### src/rtl/cpu_pkg.sv
// Shared definitions for the fetch front end:
// NOP encoding, fetch FSM states, default vector addresses.
package cpu_pkg;

    localparam logic [15:0] NOP_INSTR     = 16'h0000;
    localparam logic [31:0] DEF_RESET_VEC = 32'h0000_0000;
    localparam logic [31:0] DEF_INT_VEC   = 32'h0000_0002;

    typedef enum logic [2:0] {
        ST_VEC_HI = 3'd0,
        ST_VEC_LO = 3'd1,
        ST_FETCH  = 3'd2,
        ST_INT_HI = 3'd3,
        ST_INT_LO = 3'd4
    } fetch_state_e;

endpackage

### src/rtl/fetch_int_latch.sv
// Interrupt request latch: samples the level input, detects
// a rising edge and holds a pending flag until cleared.
module fetch_int_latch (
    input  logic i_clk,
    input  logic i_reset_n,
    input  logic i_interrupt,
    input  logic i_clear,
    output logic o_pending
);

    logic samp_q;
    logic prev_q;
    logic pend_q;
    logic pend_d;
    logic rise;

    assign rise = samp_q & ~prev_q;

    // A new edge wins over a clear in the same cycle
    always_comb begin
        pend_d = pend_q;
        if (i_clear) pend_d = 1'b0;
        if (rise)    pend_d = 1'b1;
    end

    // Sample the request and keep the previous sample for edge detect
    always_ff @(posedge i_clk or negedge i_reset_n) begin
        if (!i_reset_n) begin
            samp_q <= 1'b0;
            prev_q <= 1'b0;
            pend_q <= 1'b0;
        end else begin
            samp_q <= i_interrupt;
            prev_q <= samp_q;
            pend_q <= pend_d;
        end
    end

    assign o_pending = pend_q;

endmodule

### src/rtl/fetch_unit.sv
// Fetch stage: PC owner, 16-bit instruction fetch, vector loads.
// Optional interrupt tokens when FETCH_INT_EN is defined.
module fetch_unit
    import cpu_pkg::*;
#(
    parameter int PC_WIDTH    = 32,
    parameter int INSTR_WIDTH = 16,
    parameter logic [PC_WIDTH-1:0] RESET_VEC_ADDR = PC_WIDTH'(DEF_RESET_VEC),
    parameter logic [PC_WIDTH-1:0] INT_VEC_ADDR   = PC_WIDTH'(DEF_INT_VEC)
) (
    input  logic                   i_clk,
    input  logic                   i_reset_n,
    input  logic                   i_stall,
    input  logic                   i_redirect,
    input  logic [PC_WIDTH-1:0]    i_redirect_pc,
    input  logic                   i_interrupt,
    output logic                   o_imem_req,
    output logic [PC_WIDTH-1:0]    o_imem_addr,
    input  logic [INSTR_WIDTH-1:0] i_imem_rdata,
    input  logic                   i_imem_valid,
    output logic                   o_valid,
    output logic [PC_WIDTH-1:0]    o_pc,
    output logic [INSTR_WIDTH-1:0] o_instr,
    output logic                   o_interrupt
);

    localparam int H = PC_WIDTH / 2;

    fetch_state_e state_q, state_d;
    logic [PC_WIDTH-1:0] pc_q, pc_d;

    logic                   outst_q;
    logic                   disc_q;
    logic [PC_WIDTH-1:0]    raddr_q;

    logic                   valid_q;
    logic [PC_WIDTH-1:0]    opc_q;
    logic [INSTR_WIDTH-1:0] instr_q;

    logic                   want;
    logic [PC_WIDTH-1:0]    iaddr;
    logic                   issue;
    logic                   resp;
    logic                   keep;
    logic                   redir;
    logic                   slot_free;
    logic                   pending;
    logic                   int_take;
    logic                   clr;

    assign redir = i_redirect
                 & (state_q != ST_VEC_HI)
                 & (state_q != ST_VEC_LO);

    assign slot_free = ~valid_q | ~i_stall;

`ifdef FETCH_INT_EN
    fetch_int_latch u_int (
        .i_clk       (i_clk),
        .i_reset_n   (i_reset_n),
        .i_interrupt (i_interrupt),
        .i_clear     (clr),
        .o_pending   (pending)
    );
`else
    logic int_unused;
    assign int_unused = i_interrupt | clr;
    assign pending    = 1'b0;
`endif

    assign issue    = i_reset_n & ~outst_q & want & ~redir;
    assign resp     = i_imem_valid & (outst_q | issue);
    assign keep     = resp & ~(outst_q & disc_q) & ~redir;
    assign int_take = (state_q == ST_FETCH) & pending
                    & ~outst_q & slot_free & ~redir;

    // State and PC register
    always_ff @(posedge i_clk or negedge i_reset_n) begin
        if (!i_reset_n) begin
            state_q <= ST_VEC_HI;
            pc_q    <= '0;
        end else begin
            state_q <= state_d;
            pc_q    <= pc_d;
        end
    end

    // Next state: vector halves, sequential fetch, redirect
    always_comb begin
        state_d = state_q;
        pc_d    = pc_q;
        clr     = 1'b0;
        if (redir) begin
            state_d = ST_FETCH;
            pc_d    = i_redirect_pc;
        end else begin
            unique case (state_q)
                ST_VEC_HI: if (keep) begin
                    pc_d    = {i_imem_rdata, pc_q[H-1:0]};
                    state_d = ST_VEC_LO;
                end
                ST_VEC_LO: if (keep) begin
                    pc_d    = {pc_q[PC_WIDTH-1:H], i_imem_rdata};
                    state_d = ST_FETCH;
                end
                ST_FETCH: begin
                    if (keep)          pc_d    = pc_q + PC_WIDTH'(1);
                    else if (int_take) state_d = ST_INT_HI;
                end
`ifdef FETCH_INT_EN
                ST_INT_HI: if (keep) begin
                    pc_d    = {i_imem_rdata, pc_q[H-1:0]};
                    state_d = ST_INT_LO;
                end
                ST_INT_LO: if (keep) begin
                    pc_d    = {pc_q[PC_WIDTH-1:H], i_imem_rdata};
                    state_d = ST_FETCH;
                    clr     = 1'b1;
                end
`endif
                default: state_d = ST_FETCH;
            endcase
        end
    end

    // Request decode: what to read in the current state
    always_comb begin
        want  = 1'b0;
        iaddr = pc_q;
        unique case (state_q)
            ST_VEC_HI: begin
                want  = 1'b1;
                iaddr = RESET_VEC_ADDR;
            end
            ST_VEC_LO: begin
                want  = 1'b1;
                iaddr = RESET_VEC_ADDR + PC_WIDTH'(1);
            end
            ST_FETCH: want = slot_free & ~pending;
            ST_INT_HI: begin
                want  = 1'b1;
                iaddr = INT_VEC_ADDR;
            end
            ST_INT_LO: begin
                want  = 1'b1;
                iaddr = INT_VEC_ADDR + PC_WIDTH'(1);
            end
            default: want = 1'b0;
        endcase
    end

    // Outstanding request tracking; redirect marks it stale
    always_ff @(posedge i_clk or negedge i_reset_n) begin
        if (!i_reset_n) begin
            outst_q <= 1'b0;
            disc_q  <= 1'b0;
            raddr_q <= '0;
        end else if (resp) begin
            outst_q <= 1'b0;
            disc_q  <= 1'b0;
        end else begin
            if (issue) begin
                outst_q <= 1'b1;
                raddr_q <= iaddr;
            end
            if (redir & outst_q) disc_q <= 1'b1;
        end
    end

    assign o_imem_req  = outst_q | issue;
    assign o_imem_addr = outst_q ? raddr_q
                       : (issue ? iaddr : '0);

    // Output slot: fill from memory, hold on stall, drop on redirect
    always_ff @(posedge i_clk or negedge i_reset_n) begin
        if (!i_reset_n) begin
            valid_q <= 1'b0;
            opc_q   <= '0;
            instr_q <= '0;
        end else if (redir) begin
            valid_q <= 1'b0;
        end else if ((state_q == ST_FETCH) && keep) begin
            valid_q <= 1'b1;
            opc_q   <= pc_q;
            instr_q <= i_imem_rdata;
        end else if (int_take) begin
            valid_q <= 1'b1;
            opc_q   <= pc_q;
            instr_q <= NOP_INSTR;
        end else if (valid_q && !i_stall) begin
            valid_q <= 1'b0;
        end
    end

`ifdef FETCH_INT_EN
    logic oint_q;

    // Tag the slot as an interrupt token
    always_ff @(posedge i_clk or negedge i_reset_n) begin
        if (!i_reset_n)
            oint_q <= 1'b0;
        else if (redir)
            oint_q <= 1'b0;
        else if ((state_q == ST_FETCH) && keep)
            oint_q <= 1'b0;
        else if (int_take)
            oint_q <= 1'b1;
    end

    assign o_interrupt = valid_q & oint_q;
`else
    assign o_interrupt = 1'b0;
`endif

    assign o_valid = valid_q;
    assign o_pc    = opc_q;
    assign o_instr = (valid_q && !o_interrupt) ? instr_q : NOP_INSTR;

endmodule

### config.mk
export PLATFORM = sky130hd
export DESIGN_NAME = fetch_unit
export DESIGN_NICKNAME = d
export VERILOG_FILES = /design/src/rtl/cpu_pkg.sv /design/src/rtl/fetch_int_latch.sv /design/src/rtl/fetch_unit.sv
export SDC_FILE = /design/constraint.sdc
export NUM_CORES = 1
export LEC_CHECK = 0
export CAP_MARGIN = 40
export CORE_ASPECT_RATIO = 1.5
export CORE_MARGIN = 3
export CORE_UTILIZATION = 29
export DETAILED_ROUTE_END_ITERATION = 16
export GPL_ROUTABILITY_DRIVEN = 0
export PLACE_DENSITY_LB_ADDON = 0.25
export SLEW_MARGIN = 40
export SYNTH_ARGS = -nofsm -noshare
export SYNTH_HDL_FRONTEND = slang
export SYNTH_SLANG_ARGS = --single-unit
### constraint.sdc
create_clock -name i_clk -period 2.6 [get_ports i_clk]
set_input_delay 0.39 -clock i_clk [delete_from_list [all_inputs] [get_ports i_clk]]
set_output_delay 0.39 -clock i_clk [all_outputs]
set_load 0.02 [all_outputs]
# Word level (Yosys, flattened, before mapping)

Cells that the tools add are included.

Add/subtract/negate cells: 1
Equality and inequality tests: 11
Mux-type cells: 21
Bitwise gates (word level): 18
Reduce and logical (&&, ||, !) cells: 16

Operators by type and width:

| cell                                                  | count |
|---|---|
| 2-to-1 mux 32 bit                                     | 5 |
| one-hot mux 32 bit (4 select lines)                   | 1 |
| one-hot mux 32 bit (3 select lines)                   | 1 |
| adder 32 x 1 -> 32 bit, second input constant         | 1 |
| 2-to-1 mux 16 bit                                     | 2 |
| nonzero test 3 bit                                    | 4 |
| bitwise AND 1 bit                                     | 10 |
| 2-to-1 mux 3 bit                                      | 3 |
| inequality test 3 bit, second input constant          | 3 |
| one-hot mux 3 bit (3 select lines)                    | 1 |
| AND reduction 4 bit                                   | 2 |
| 2-to-1 mux 1 bit                                      | 7 |
| equality test 3 x 2 -> 1 bit, second input constant   | 2 |
| inequality test 2 bit, second input constant          | 3 |
| inverter 1 bit                                        | 6 |
| AND reduction 2 bit                                   | 2 |
| nonzero test 2 bit                                    | 2 |
| OR reduction 4 bit                                    | 1 |
| equality test 3 x 1 -> 1 bit, second input constant   | 1 |
| equality test 3 bit, second input constant            | 1 |
| zero test 3 bit                                       | 1 |
| inequality test 3 x 1 -> 1 bit, second input constant | 1 |
| AND reduction 3 bit                                   | 1 |
| logical AND 1 bit                                     | 2 |
| other kinds (3)                                       | 4 |

Register bits after elaboration: 118
Input port bits: 54
Output and inout bits: 83
Logic and storage cells: 76

# Longest topological paths before layout

Word-level depth: 12
Gate-level depth with buffers: 11
Depth with buffers taken out: 8

# Worst setup path after synthesis

Ideal clock, no wire load.

Kind: reg-to-output
Start point: register state_q[1]
End point: output o_imem_addr[10]
Arrival: 2.025 ns
Data required time: 2.210 ns
Setup slack: 0.185 ns
Cell stages (with the launch flop): 9
Path buffers: 2
Cell sequence: dfrtp_1 inv_1 ha_1 or3b_1 buf_4 nand4b_4 nor3b_1 clkbuf_1 a22o_1

Word-level cells in the longest chain between the ends: 7
Elaborated cells between the ends (all ways): 17
Those cells by class: eq/ne: 5; mux: 4; bitwise: 5; reduce/logical: 3

RTL lines:

| element                                                                         | RTL line                            | text |
|---|---|---|
| start: declaration                                                              | fetch_unit.sv:29                    | `fetch_state_e state_q, state_d;` |
| start signal: assignment                                                        | fetch_unit.sv:83                    | `state_q <= state_d;` |
| equality test 3 bit, or another cell as far along                               | fetch_unit.sv:130                   | `unique case (state_q)` |
| OR reduction 4 bit (no source line) / bitwise AND 1 bit (equally long branches) | n/a                                 |  |
| one-hot mux 1 bit (2 select lines) / bitwise AND 1 bit (equally long branches)  | fetch_unit.sv:130, fetch_unit.sv:53 |  |
| bitwise AND 1 bit / inverter 1 bit (equally long branches)                      | n/a                                 |  |
| bitwise AND 1 bit                                                               | fetch_unit.sv:71                    | `assign issue = i_reset_n & ~outst_q & want & ~redir;` |
| 2-to-1 mux 32 bit *                                                             | fetch_unit.sv:172                   | `: (issue ? iaddr : '0);` |
| 2-to-1 mux 32 bit *                                                             | fetch_unit.sv:171                   | `assign o_imem_addr = outst_q ? raddr_q` |
| end: declaration                                                                | fetch_unit.sv:18                    | `output logic [PC_WIDTH-1:0] o_imem_addr,` |

Every way passes the cells marked *; elsewhere a longest branch is shown, timed or not.

# Worst setup path in the final report

Start point: register state_q[1]
End point: output o_imem_addr[13]

Same word-level chain as after synthesis.

==> results.ini <==
[outcome]
status = finished clean

[setup_path]
cp.arrival_ps = 2200
worstSetupPathType = reg2out
crit_required_ps = 2210
setup.worst_path.end_class = output port
worstPathCellList = buf_4 > ha_1 > nand3_2 > nand4b_4 > nor3b_2 > buf_6 > a22o_1 > buf_2
worst_path_largest_cell_delay_ps = 380
critPathSlowestCell = dfrtp_1
cp_max_fo = 18
start_kind = flip-flop

[detailed_routing]
drt-total-wl_um = 22010
wl_per_cell_um = 20.18
drtIter0Drc = 336
dr.pass1.iters = 5
vias = 5610
vias_per_cell = 5.142
remaining_drc_errors = 0
detail-route-antenna-nets = 0

[timing]
finalWorstSetupSlack_ps = 6.255
holdWs_ps = 117.9
setup_viol = 0
worst_slew_pin_slew_ps = 708.4
period_needed_ps = 2594
skew_ps = 7.136
max_freq_mhz = 385.5
slew_headroom_pct = 52.77
hold_viol_final = 0
drv_slew = 0
finalCritPeriodShare_pct = 99.76
grt_setup_unrepaired = yes

[die]
die-width_um = 126.6
initial_core_util_pct = 29.78
core_area_um2 = 21230
core.rowCount = 65
die-area_um2 = 23640
boundaryPins = 137
die_y_um = 186.8

[flow_run]
drv_cap = 0

[logic_synthesis]
syn_inst = 661
synth_ff_type = dfrtp_1
synthArstFlopShare_pct = 100.0
synth_area_per_cell_um2 = 9.565
synth-seq-area-share_pct = 46.31
synth_edf_count = 0
syn-cell-area_um2 = 6322
yosys_warnings = 0
synth_seq_cells = 117
synth_nets = 722
synth.distinct_cells = 54

[final_layout]
diodes = 0
final_nets = 871
areaGrowthSynthToFinish_pct = 38.35
fin_cells = 1091
drive_gt1_share_pct = 22.84
nFillCells = 2083
finalInstanceArea_um2 = 8747

[pwr]
leakage_nw = 3.942
ir_drop_mv = 0.3569
p_total_mw = 7.283
power.density_nw_per_um2 = 832.6

[placement]
hpwl_um = 15800
port-buffer-count = 134
place_ws_ps = -221.4
dp.cells = 1058
post_dp_cell_area_um2 = 8235

[grt]
antenna_found_initial = 1
grt_pass1_vias = 5845
overflow = 0
grt_util_all_layers_pct = 19.03
grt_pass1_wl_um = 34470
grt_max_degree = 118

[cts]
postCtsHoldBufs = 0
tritoncts = built
cts.path.max_buffers = 2
cts.sinks = 117
cts_buffers = 17
clk_latency_ps = 420
root_buffer = clkbuf_16
htree_levels = 4
path_clk_slew_ps = 60

[hold_path]
hold_path.class = in2async

## layer usage
layer / share of wire (%) / track usage, % / vias to the layer above
met5: 0 / 0 / -
met4: 2.6 / 7.225 / 0
met3: 4.8 / 3.457 / 34
met2: 54 / 34.54 / 175
met1: 38 / 21.94 / 2760
li1: - / - / 2641
## worst max-delay path: cells and delay by family, from the launching register on
family          cells  cell delay, ps
compound gates      1             160
simple gates        3             470
flops               1             380
buf+inv             3             550
fa+ha+maj           1             210
## cell type report
cell class	instances	area [um^2]	area share [%]
clock buffer	19	442.9	5.064
clock inverter	13	205.2	2.346
inverter	9	33.78	0.3862
multi-input combinational	472	3099	35.43
sequential	117	2928	33.47
tap	268	335.3	3.834
timing repair buffer	193	1703	19.47
## metrics by stage
step,setup TNS (ps),util [%]
after floorplan,0,-
after global placement,-5264,38.80
after detailed placement,-6044,38.80
after CTS,-1122,41.37
after global routing,-1399,41.21
final,0,41.21
## worst paths after layout
kind / startpoint / endpoint / slack (ps) / cells after the start
worst max-delay path: state_q[1] / o_imem_addr[13] / 6 / 8
worst min-delay path: i_reset_n / raddr_q[19] / 120 / 2
worst max register to register: state_q[0] / pc_q[15] / 190 / 10
worst min register to register: raddr_q[23] / raddr_q[23] / 470 / 2
max in group asynchronous: i_reset_n / pc_q[25] / 1900 / 2
min in group i_clk: raddr_q[23] / raddr_q[23] / 470 / 2
## flip-flops by register name (all words and copies together), names as in the netlist
register,flops
raddr_q,32
o_pc,32
o_valid,1
outst_q,1
disc_q,1
instr_q,16
state_q,2
pc_q,32
## placed cells by master (no fill, tap or decap), drive strengths merged, types with 8 or more instances in the layout
cell type / count
nand4: 10
and2: 20
nor3: 13
mux2: 49
inv: 9
a22o: 30
a21o: 8
a21oi: 21
nor2: 23
clkdlybuf4s50: 100
a22oi: 11
o21ai: 53
nand2: 102
xor2: 12
clkbuf: 22
nand3: 39
a221oi: 9
dfrtp: 117
buf: 90
## repair_timing
| item | in CTS | in global routing |
|---|---|---|
| gates resized for setup | 116 | 22 |
| setup buffers | 1 | 0 |
| setup endpoints to repair | 33 | 32 |
## where the power goes
part | internal, mW | switching, mW
combinational | 1.02 | 1.05
clock | 1.72 | 0.868
sequential | 2.31 | 0.311
total | 5.05 | 2.23
## cell families after synthesis
family / after synthesis / share of synthesized area [%]
compound gates: 161 / 17.32
xor+xnor: 19 / 2.632
fa+ha+maj: 7 / 1.385
buf+inv: 72 / 5.145
flops: 117 / 46.31
mux: 51 / 9.103
other cells: 1 / 0.05931
simple gates: 233 / 18.05
## cell usage after synthesis (2+ instances only)
master | number | area, um^2
a2bb2oi_1 | 4 | 35.03
a21oi_1 | 20 | 100.1
a31oi_1 | 5 | 31.28
a211oi_1 | 5 | 37.54
a21boi_0 | 2 | 15.01
and2_1 | 20 | 125.1
buf_6 | 3 | 33.78
xnor2_1 | 7 | 61.31
o31a_1 | 3 | 26.28
and4_1 | 6 | 52.55
o21ai_1 | 2 | 10.01
and3_1 | 3 | 18.77
o21ai_0 | 51 | 255.2
buf_4 | 3 | 22.52
a22oi_1 | 11 | 82.58
nand4_1 | 8 | 50.05
nand2_1 | 102 | 382.9
xor2_1 | 12 | 105.1
nand2b_1 | 4 | 25.02
a21o_1 | 8 | 60.06
a311oi_1 | 3 | 26.28
a221oi_1 | 9 | 78.83
mux2_2 | 47 | 529.3
nor4_1 | 5 | 31.28
nor2b_1 | 2 | 12.51
ha_1 | 7 | 87.58
nor3_1 | 13 | 65.06
nor2_1 | 22 | 82.58
a211o_1 | 2 | 17.52
dfrtp_1 | 117 | 2928
buf_2 | 16 | 80.08
buf_1 | 5 | 18.77
a22o_1 | 30 | 262.8
clkbuf_1 | 35 | 131.4
or2_2 | 2 | 12.51
nor3b_1 | 2 | 15.01
inv_1 | 9 | 33.78
mux2i_1 | 2 | 20.02
nand3_1 | 39 | 195.2
(Power assumes the default switching activity.)
